File: src/rtl/mul_pkg.sv
// Shared definitions for the sequential multiplier.
// Holds the default operand/counter widths and the FSM state encoding.
package mul_pkg;

    localparam int unsigned DefWidth = 4;
    localparam int unsigned DefCntW  = 3;

    typedef enum logic [1:0] {
        StIdle = 2'd0,
        StCalc = 2'd1,
        StDone = 2'd2
    } state_e;

endpackage

File: src/rtl/seq_multiplier_4bit_if.sv
// Request/response bundle for the sequential multiplier.
//   start, a, b     : request side, driven by the master
//   busy, done      : status, driven by the multiplier
//   product         : registered 2*WIDTH-bit result
interface seq_multiplier_4bit_if
    import mul_pkg::*;
#(
    parameter int unsigned WIDTH = DefWidth
);
    logic               start;
    logic [WIDTH-1:0]   a;
    logic [WIDTH-1:0]   b;
    logic               busy;
    logic               done;
    logic [2*WIDTH-1:0] product;

    modport master (output start, output a, output b,
                    input busy, input done, input product);
    modport slave  (input start, input a, input b,
                    output busy, output done, output product);
endinterface

File: src/rtl/full_adder_4bit.sv
// Existing 4-bit ripple-carry adder.
//   sum   : 4-bit sum
//   c_out : carry out of bit 3
//   a, b  : addends
//   c_in  : carry into bit 0
module full_adder_4bit (
    output logic [3:0] sum,
    output logic       c_out,
    input  logic [3:0] a,
    input  logic [3:0] b,
    input  logic       c_in
);
    logic c1, c2, c3;

    assign sum[0] = a[0] ^ b[0] ^ c_in;
    assign c1     = (a[0] & b[0]) | (c_in & (a[0] ^ b[0]));
    assign sum[1] = a[1] ^ b[1] ^ c1;
    assign c2     = (a[1] & b[1]) | (c1 & (a[1] ^ b[1]));
    assign sum[2] = a[2] ^ b[2] ^ c2;
    assign c3     = (a[2] & b[2]) | (c2 & (a[2] ^ b[2]));
    assign sum[3] = a[3] ^ b[3] ^ c3;
    assign c_out  = (a[3] & b[3]) | (c3 & (a[3] ^ b[3]));
endmodule

File: src/rtl/seq_multiplier_4bit_add_nbit.sv
// WIDTH-bit adder used by the multiplier datapath.
//   sum   : WIDTH-bit sum
//   c_out : carry out of the MSB
//   a, b  : addends
//   c_in  : carry in
// At WIDTH=4 the existing 4-bit ripple adder is reused as-is.
module add_nbit
    import mul_pkg::*;
#(
    parameter int unsigned WIDTH = DefWidth
) (
    output logic [WIDTH-1:0] sum,
    output logic             c_out,
    input  logic [WIDTH-1:0] a,
    input  logic [WIDTH-1:0] b,
    input  logic             c_in
);
    if (WIDTH == 4) begin : g_fa4
        full_adder_4bit u_fa (
            .sum   (sum),
            .c_out (c_out),
            .a     (a),
            .b     (b),
            .c_in  (c_in)
        );
    end else begin : g_generic
        assign {c_out, sum} = {1'b0, a} + {1'b0, b} + {{WIDTH{1'b0}}, c_in};
    end
endmodule

File: src/rtl/seq_multiplier_4bit.sv
// Shift-and-add unsigned multiplier, one add per cycle, WIDTH cycles per product.
//   clk     : rising-edge clock
//   reset   : asynchronous active-high reset, discards any in-flight multiply
//   mul_if  : start/a/b request, busy/done status, registered product
module seq_multiplier_4bit
    import mul_pkg::*;
#(
    parameter int unsigned WIDTH = DefWidth,
    parameter int unsigned CNT_W = DefCntW
) (
    input  logic                  clk,
    input  logic                  reset,
    seq_multiplier_4bit_if.slave  mul_if
);
    state_e               state_q, state_d;
    logic [WIDTH-1:0]     m_q, m_d;
    logic [WIDTH-1:0]     a_q, a_d;
    logic [WIDTH-1:0]     q_q, q_d;
    logic [CNT_W-1:0]     cnt_q, cnt_d;
    logic                 busy_q, busy_d;
    logic                 done_q, done_d;
    logic [2*WIDTH-1:0]   prod_q, prod_d;

    logic [WIDTH-1:0]     addend;
    logic [WIDTH-1:0]     sum;
    logic                 c_out;
    logic [WIDTH-1:0]     a_shift;
    logic [WIDTH-1:0]     q_shift;

    // Adding zero when Q[0]=0 yields {0,A}, so one adder path covers both cases.
    assign addend = q_q[0] ? m_q : '0;

    add_nbit #(
        .WIDTH (WIDTH)
    ) u_add (
        .sum   (sum),
        .c_out (c_out),
        .a     (a_q),
        .b     (addend),
        .c_in  (1'b0)
    );

    // {C,A,Q} >> 1: the carry lands in A's MSB, A's LSB moves into Q's MSB.
    assign a_shift = {c_out, sum[WIDTH-1:1]};
    assign q_shift = {sum[0], q_q[WIDTH-1:1]};

    always_comb begin
        state_d = state_q;
        m_d     = m_q;
        a_d     = a_q;
        q_d     = q_q;
        cnt_d   = cnt_q;
        busy_d  = busy_q;
        done_d  = 1'b0;
        prod_d  = prod_q;
        case (state_q)
            StIdle, StDone: begin
                if (mul_if.start) begin
                    m_d     = mul_if.a;
                    q_d     = mul_if.b;
                    a_d     = '0;
                    cnt_d   = CNT_W'(WIDTH);
                    busy_d  = 1'b1;
                    state_d = StCalc;
                end else begin
                    busy_d  = 1'b0;
                    state_d = StIdle;
                end
            end
            StCalc: begin
                a_d   = a_shift;
                q_d   = q_shift;
                cnt_d = cnt_q - 1'b1;
                if (cnt_q == CNT_W'(1)) begin
                    prod_d  = {a_shift, q_shift};
                    done_d  = 1'b1;
                    busy_d  = 1'b0;
                    state_d = StDone;
                end
            end
            default: begin
                busy_d  = 1'b0;
                state_d = StIdle;
            end
        endcase
    end

    always_ff @(posedge clk or posedge reset) begin
        if (reset) begin
            state_q <= StIdle;
            m_q     <= '0;
            a_q     <= '0;
            q_q     <= '0;
            cnt_q   <= '0;
            busy_q  <= 1'b0;
            done_q  <= 1'b0;
            prod_q  <= '0;
        end else begin
            state_q <= state_d;
            m_q     <= m_d;
            a_q     <= a_d;
            q_q     <= q_d;
            cnt_q   <= cnt_d;
            busy_q  <= busy_d;
            done_q  <= done_d;
            prod_q  <= prod_d;
        end
    end

    assign mul_if.busy    = busy_q;
    assign mul_if.done    = done_q;
    assign mul_if.product = prod_q;
endmodule

File: src/flat_wrapper.sv
// flat-port wrapper written by rule: the top's interface ports become plain ports
module seq_multiplier_4bit_flat import mul_pkg::*;
#(
    parameter int unsigned WIDTH = DefWidth,
    parameter int unsigned CNT_W = DefCntW
)
  (clk, reset, mul_if_start, mul_if_a, mul_if_b, mul_if_busy, mul_if_done, mul_if_product);
  seq_multiplier_4bit_if #(.WIDTH(WIDTH)) mul_if_i ();
  input  logic clk;
  input  logic reset;
  input wire logic [$bits(mul_if_i.start)-1:0] mul_if_start;
  input wire logic [$bits(mul_if_i.a)-1:0] mul_if_a;
  input wire logic [$bits(mul_if_i.b)-1:0] mul_if_b;
  output wire logic [$bits(mul_if_i.busy)-1:0] mul_if_busy;
  output wire logic [$bits(mul_if_i.done)-1:0] mul_if_done;
  output wire logic [$bits(mul_if_i.product)-1:0] mul_if_product;
  assign mul_if_i.start = mul_if_start;
  assign mul_if_i.a = mul_if_a;
  assign mul_if_i.b = mul_if_b;
  assign mul_if_busy = mul_if_i.busy;
  assign mul_if_done = mul_if_i.done;
  assign mul_if_product = mul_if_i.product;
  seq_multiplier_4bit #(.WIDTH(WIDTH), .CNT_W(CNT_W)) u_core (.clk(clk), .reset(reset), .mul_if(mul_if_i));
endmodule
File: config.mk
export PLATFORM = sky130hd
export DESIGN_NAME = seq_multiplier_4bit_flat
export DESIGN_NICKNAME = d
export VERILOG_FILES = /design/src/rtl/mul_pkg.sv /design/src/rtl/seq_multiplier_4bit_if.sv /design/src/rtl/full_adder_4bit.sv /design/src/rtl/seq_multiplier_4bit_add_nbit.sv /design/src/rtl/seq_multiplier_4bit.sv /design/src/flat_wrapper.sv
export SDC_FILE = /design/constraint.sdc
export NUM_CORES = 1
export LEC_CHECK = 0
export CAP_MARGIN = 20
export CORE_MARGIN = 4
export CORE_UTILIZATION = 55
export CTS_BUF_LIST = sky130_fd_sc_hd__clkbuf_8 sky130_fd_sc_hd__clkbuf_16
export DETAILED_ROUTE_END_ITERATION = 6
export HOLD_SLACK_MARGIN = 0.03
export PLACE_DENSITY = 0.87
export SLEW_MARGIN = 40
export SYNTH_ARGS = -nofsm -noshare
export SYNTH_HDL_FRONTEND = slang
export SYNTH_SLANG_ARGS = --single-unit
File: constraint.sdc
create_clock -name clk -period 6 [get_ports clk]
set_clock_uncertainty 0.2 [all_clocks]
set_input_delay 1.5 -clock clk [delete_from_list [all_inputs] [get_ports clk]]
set_output_delay 1.5 -clock clk [all_outputs]
set_load 0.1 [all_outputs]
**Word level (Yosys, flattened, before mapping)**

Cells that the tools add are included.

- Eq/ne operators: 5
- Bitwise operators: 17
- Muxes and demuxes: 15
- Add/sub/neg operators: 1
- Reductions and logical operators: 6

Operators with widths:

| kind | number |
|---|---|
| $pmux W4 S2 | 2 |
| $mux W4 | 3 |
| $and A1 B1 Y1 | 7 |
| $xor A1 B1 Y1 | 7 |
| $pmux W3 S2 | 1 |
| $reduce_and A2 Y1 | 3 |
| $mux W1 | 5 |
| $pmux W2 S2 | 1 |
| $eq A3 B1 Y1 const B | 1 |
| $mux W3 | 1 |
| $or A1 B1 Y1 | 3 |
| $sub A3 B1 Y3 const B | 1 |
| $eq A2 B1 Y1 const B | 1 |
| $eq A2 B2 Y1 const B | 1 |
| $logic_not A2 Y1 | 1 |
| $mux W2 | 1 |
| $ne A2 B1 Y1 const B | 1 |
| $ne A2 B2 Y1 const B | 1 |
| $pmux W1 S2 | 1 |
| $reduce_bool A2 Y1 | 1 |
| $reduce_or A2 Y1 | 1 |

- Output and inout port bits: 10
- Input bits: 11
- Register bits: 27

**Depth between registers and ports, before layout**

Gate-level depths: netlist of the first run.

- Depth in word-level cells: 9
- Gate-level depth with buffers: 9
- Gate-level depth less buffers: 9

**Hierarchy**

A second synthesis of the first run with hierarchy kept.

- Cell total of the unflattened synthesis: 109
- Area total of the unflattened synthesis: 1303.8 um^2

Modules (own cells, without submodules):

| module | area an instance (um^2) | sequential area each (um^2) | instances | cells each |
|---|---|---|---|---|
| seq_multiplier_4bit | 1186.1 | 675.6 | 1 | 95 |
| full_adder_4bit | 117.6 | 0.0 | 1 | 14 |

**Least setup slack after synthesis of the first run**

No wires, ideal clock.

- Path kind: register -> output
- Start point: register u_core.busy_q, in the netlist u_core.mul_if.busy
- End point: output mul_if_busy
- Data arrival time: 898 ps
- Buffers on the path: 0
- Path slack: 3402 ps
- Stages on the path, launching flop included: 1
- Required time: 4300 ps
- Cell sequence: dfrtp_1

RTL lines:

| element | RTL line | text |
|---|---|---|
| from (decl) | seq_multiplier_4bit.sv:20 | `logic busy_q, busy_d;` |
| from (signal assigned) | seq_multiplier_4bit.sv:104 | `busy_q <= busy_d;` |
| to (decl) | flat_wrapper.sv:14 | `output wire logic [$bits(mul_if_i.busy)-1:0] mul_if_busy;` |

No word-level cell between the ends.

**Worst setup path in the final report of the first run**

- Start point: register u_core.busy_q, in the netlist u_core.mul_if.busy
- End point: output mul_if_busy

No word-level cell between the ends.

==> impl_results.md, run 1 <==
- Synth Flop Type: dfrtp_1
- Global-route usage over all layers: 0.165
- Die area: 3090 sq um
- Data arrival, critical path: 1490 ps
- # nets final: 152
- N_diodes: 0
- CP endpoint kind: output pin
- Skew-Pair Late Insertion Delay: 260 ps
- Instance count of the mapped netlist: 116
- Worst Slack Setup Final: 2810 ps
- Die H: 55.6 um
- Detailed router's first-iteration violation count: 13
- Setup violators final: 0
- Max Clk Rate: 314 MHz
- Mapped Area: 1250 sq um
- Top-count cell post-synth: dfrtp_1
- Critical path buffers and inverters: 1
- Average cell area after synthesis: 10.8 sq um
- Worst Hold Class: flop to flop
- CP cell instances: buf_2
- Status: complete, no violations
- Post-synth ARST share: 1.00
- CP Class: flop to output pin
- Initial Utilization: 0.605
- CTS tree: done
- DRC: 0
- Design area: 1450 sq um
- Slew margin rel.: 0.638
- DR pass1 iterations: 4
- Crit-path leading delay family: flip-flops
- Worst-Margin Slew: 543 ps
- # IOs: 21
- Post-synth top area share: 0.522
- Hold Vio Cnt, Final: 0
- First-pass GRT wire length: 4110 um
- Avg WL per Cell: 14.4 um
- Startpoint Class: flop
- Clock tree sinks: 26
- Vias in the first global route: 928
- Synth top cells by count: dfrtp_1 (26), nand2_1 (17), a21oi_1 (8), inv_1 (8), nand2b_1 (6)
- Postcts setup bufs: 0
- Synth Net Count: 133
- Drt total wl: 2320 um
- Largest net degree at the start of global routing: 27
- Clock buffer depth: 2
- Synth cell types: 32
- Detailed-route via count: 883
- Req. time, crit path: 4300 ps
- H-tree Lvls: 1
- Fin Setup TNS: 0 ps
- Yosys Warn Count: 0
- CTS root buf: clkbuf_8
- Max Slew Vio Count: 0
- Core area: 2060 sq um
- DP Wirelength: 1690 um
- Worst-path fanout max: 20
- Clk slew on worst S/H paths: 80 ps
- Grt total ovfl: 0
- PortBufs: 20
- Final worst path period need: 3190 ps
- Die Width: 55.6 um
- Seq/Total Area, Yosys: 0.522
- Leading area contributor after synthesis: dfrtp_1
- Post-DP Area: 1390 sq um
- Share of cells above drive strength 1: 0.164
- Cts hold-fix bufs: 0
- Layout area overhead: 16.1%
- Final period utilization: 0.532
- Post-synth EDFFs: 0
- Routed Antenna Nets: 0
- Placer Congestion: 0.758
- CP peak stage delay: 690 ps
- RSZ-0062 raised after global routing: no
- DP Worst Slack: 2780 ps
- Number of antenna violations at the first check in global routing: 0
- Rows: 16
- Crit-path slowest cell: dfrtp_1
- Post-CTS Resized: 0
- Via density: 5.48
- Max Cap Viol: 0
- Inserted Clock Buffers: 3
- Flops & latches, synth: 26
- Top post-synthesis cells by area: dfrtp_1 (52%), nand2_1 (5.1%), fa_1 (4.8%), a21oi_1 (3.2%), ha_1 (3.0%)
==> stage by stage <==
stage / utilization / instances / hold slack (ps)
floorplan: - / 116 / 237
global placement: 0.700 / 157 / 253
detailed placement: 0.676 / 157 / 255
CTS: 0.703 / 161 / 276
global route: 0.703 / 161 / 311
finish: 0.703 / 161 / 275
==> sequential cells by signal, indices dropped and copies added (netlist names) <==
signal and count:
u_core.mul_if.product 8, u_core.a_q 4, u_core.m_q 4, u_core.q_q 4, u_core.cnt_q 3, u_core.mul_if.busy 1
u_core.mul_if.done 1, u_core.state_q 1
==> logic make-up after synthesis <==
kind of cell / count (synthesis) / share of synthesized area
and+or+nand+nor: 42 / 0.180
muxes: 6 / 0.0552
buffers and inverters: 14 / 0.0542
AOI/OAI and AO/OA: 21 / 0.104
DFF: 26 / 0.522
adders and majority gates: 6 / 0.0782
xor gates and xnor gates: 1 / 0.00702
==> cell type report <==
| type | instances | area (sq um) |
|---|---|---|
| fill | 152 | 613 |
| multi-input combinational | 76 | 529 |
| inverter | 8 | 30.0 |
| clock buffer | 4 | 55.1 |
| tap | 27 | 33.8 |
| timing repair buffer | 20 | 150 |
| sequential | 26 | 651 |
==> layout by cell type, fill, tap and decap left out, types with 2 or more instances in the layout <==
cell type	instances
a211oi_1	2
a21oi_1	8
buf_2	10
clkbuf_8	4
clkdlybuf4s50_1	10
dfrtp_1	26
fa_1	3
ha_1	3
inv_1	7
mux2_2	3
mux2i_1	2
nand2_1	17
nand2b_1	6
nand3_1	3
nor2_1	5
nor2b_1	4
o21ai_0	4
o2bb2ai_1	2
o31ai_1	2
==> layer usage <==
| layer | up-vias | wire length, um | track usage |
|---|---|---|---|
| li1 | 425 | - | - |
| met1 | 443 | 987 | 0.202 |
| met2 | 13 | 1260 | 0.291 |
| met5 | - | 0 | 0 |
| met4 | 0 | 7 | 0.0694 |
| met3 | 2 | 66 | 0.0232 |
==> path summary, 6_finish.rpt <==
path                               startpoint                        to  slack, ps  cells after the start
setup / recovery           u_core.mul_if.busy               mul_if_busy       2810                      1
hold / removal                  u_core.m_q[0]             u_core.m_q[0]        270                      2
setup reg to reg                u_core.q_q[0]             u_core.a_q[2]       3410                      9
hold reg to reg                 u_core.m_q[0]             u_core.m_q[0]        270                      2
max in group asynchronous               reset        u_core.mul_if.busy       3850                      2
min in group asynchronous               reset  u_core.mul_if.product[7]       1390                      2
Power of run 1 is left out: the tool's default activity adds up to more than one toggle a clock period on the data nets, which glitch-free logic cannot reach.
==> run 2: changes to the inputs <==
- CORE_UTILIZATION: 55 -> 51
- PLACE_DENSITY: 0.87 -> 0.82
- clock period: 6 -> 3.04 ns (I/O delays scaled with it)
==> impl_results.md, run 2 (synthesis results as in run 1) <==
- Cts hold-fix bufs: 0 (unchanged)
- CTS tree: done
- Drt total wl: 2540 um (+9.4%)
- Worst Hold Class: flop to flop
- Clock tree sinks: 26 (unchanged)
- Routed wl met2: 1250 um (-1.1%)
- Clk slew on worst S/H paths: 80 ps (about the same)
- Die Width: 57.5 um (+3.3%)
- Detailed router's first-iteration violation count: 14 (+1)
- Inserted Clock Buffers: 3 (unchanged)
- Via density: 5.46 (-0.44%)
- First-pass GRT wire length: 4490 um (+9.1%)
- Worst-Margin Slew: 611 ps (+68.2 ps)
- Placer Congestion: 0.757 (about the same)
- PortBufs: 20 (unchanged)
- Most common cell after layout, fill and taps aside: dfrtp_1
- Multi-input gate area: 529 sq um (unchanged)
- Slew margin rel.: 0.593 (-0.0455)
- Max Cap Viol: 0 (unchanged)
- Final period utilization: 0.868
- Commonest non-fill, non-tap cells in the layout: dfrtp_1 (26), nand2_1 (17), buf_4 (12)
- Sequential cell area: 651 sq um (unchanged)
- Layout area overhead: 18.4%
- Met3 Wirelength: 106 um (+61%)
- Max reg flops: 8 (unchanged)
- # IOs: 21 (unchanged)
- DP Worst Slack: 425 ps (-2360 ps)
- Vias in the first global route: 987 (+6.4%)
- Avg WL per Cell: 15.6 um (+8.0%)
- Postcts setup bufs: 0 (unchanged)
- Metal1 wirelength: 1160 um (+17%)
- Die area: 3300 sq um (+6.7%)
- Worst Slack Setup Final: 400 ps (-2410 ps)
- Worst-path fanout max: 6 (-70%)
- RSZ-0062 raised after global routing: no
- Max Clk Rate: 379 MHz
- Hold path start: u_core.cnt_q[1]
- Grt total ovfl: 0 (unchanged)
- Startpoint Class: flop
- Initial Utilization: 0.548 (-0.0569)
- Share of cells above drive strength 1: 0.163 (-0.00122)
- Post-CTS Resized: 0 (unchanged)
- Worst Hold End: u_core.cnt_q[1]
- Data arrival, critical path: 2570 ps (+1080 ps)
- Req. time, crit path: 2970 ps (-1330 ps)
- Detailed-route via count: 890 (+0.79%)
- Final Core Density: 0.649 (-0.0540)
- Filler cell count: 176 (+16%)
- Reg2reg start: u_core.q_q[0]
- CP endpoint kind: flop
- CTS root buf: clkbuf_8
- DP Wirelength: 1810 um (+6.8%)
- Fin Setup TNS: 0 ps (unchanged)
- R2R depth: 9 (unchanged)
- Highest routing layer actually used: met4
- H-tree Lvls: 1 (unchanged)
- Worst hold stages: 1 (-1)
- DR pass1 iterations: 5 (+1)
- Skew-Pair Late Insertion Delay: 270 ps (about the same)
- Setup violators final: 0 (unchanged)
- Design area: 1480 sq um (+1.9%)
- CP Class: flop to flop
- Final worst path period need: 2640 ps
- Rows: 17 (+1)
- Post-DP Area: 1440 sq um (+3.0%)
- Hold Vio Cnt, Final: 0 (unchanged)
- FF-to-FF End: u_core.a_q[2]
- Clock buffer depth: 2 (unchanged)
- Routed Antenna Nets: 0 (unchanged)
- DRC: 0 (unchanged)
- Die H: 57.5 um (+3.3%)
- Worst R2R Setup Slack: 400 ps (-3010 ps)
- Max Slew Vio Count: 0 (unchanged)
- Largest net degree at the start of global routing: 27 (unchanged)
- # nets final: 154 (+1.3%)
- Status: complete, no violations
- Global-route usage over all layers: 0.172 (+0.00690)
- N_diodes: 0 (unchanged)
- Core area: 2280 sq um (+10%)
- Number of antenna violations at the first check in global routing: 0 (unchanged)
==> run 2: cell count changes in the layout (fill, tap and decap cells not counted), sizes merged <==
cell    delta
buf        +2
clkbuf     -1
==> run 2: metal layers <==
layer  global-route usage  up-vias
li1                     -      425
met1                0.223      443
met2                0.285       18
met3               0.0385        4
met4               0.0563        0
met5                    0        -
==> run 2: worst max-delay path by stage <==
stage | endpoint | cells past startpoint | startpoint | slack [ps]
after detailed placement | u_core.a_q[2] | 9 | u_core.q_q[0] | 420
after floorplan | u_core.a_q[2] | 9 | u_core.q_q[0] | 610
after global routing | u_core.a_q[2] | 9 | u_core.q_q[0] | 310
final | u_core.a_q[2] | 9 | u_core.q_q[0] | 400
after global placement | u_core.a_q[2] | 9 | u_core.q_q[0] | 540
after CTS | u_core.a_q[2] | 9 | u_core.q_q[0] | 410
==> run 2: area by class of cell <==
| type | instances | share of cell area |
|---|---|---|
| inverter | 8 | 0.0203 |
| timing repair buffer | 22 | 0.129 |
| multi-input combinational | 76 | 0.358 |
| sequential | 26 | 0.441 |
| clock buffer | 3 | 0.0280 |
| tap | 28 | 0.0237 |
==> run 2: per-stage QoR <==
| stage | std cells | hold slack, ps |
|---|---|---|
| 2_1_floorplan | 116 | 237 |
| 3_3_place_gp | 160 | 256 |
| 3_5_place_dp | 160 | 260 |
| 4_1_cts | 163 | 296 |
| 5_1_grt | 163 | 318 |
| 6_report | 163 | 299 |
==> run 2: critical path, cell delays in order, from the launching register on <==
cell	delay, ps
dfrtp_1	430
and2_1	160
ha_1	150
inv_1	50
fa_1	380
fa_1	410
fa_1	520
nand2b_1	60
nand3_1	80
o31ai_1	80
Power of run 2 is left out for the same reason.
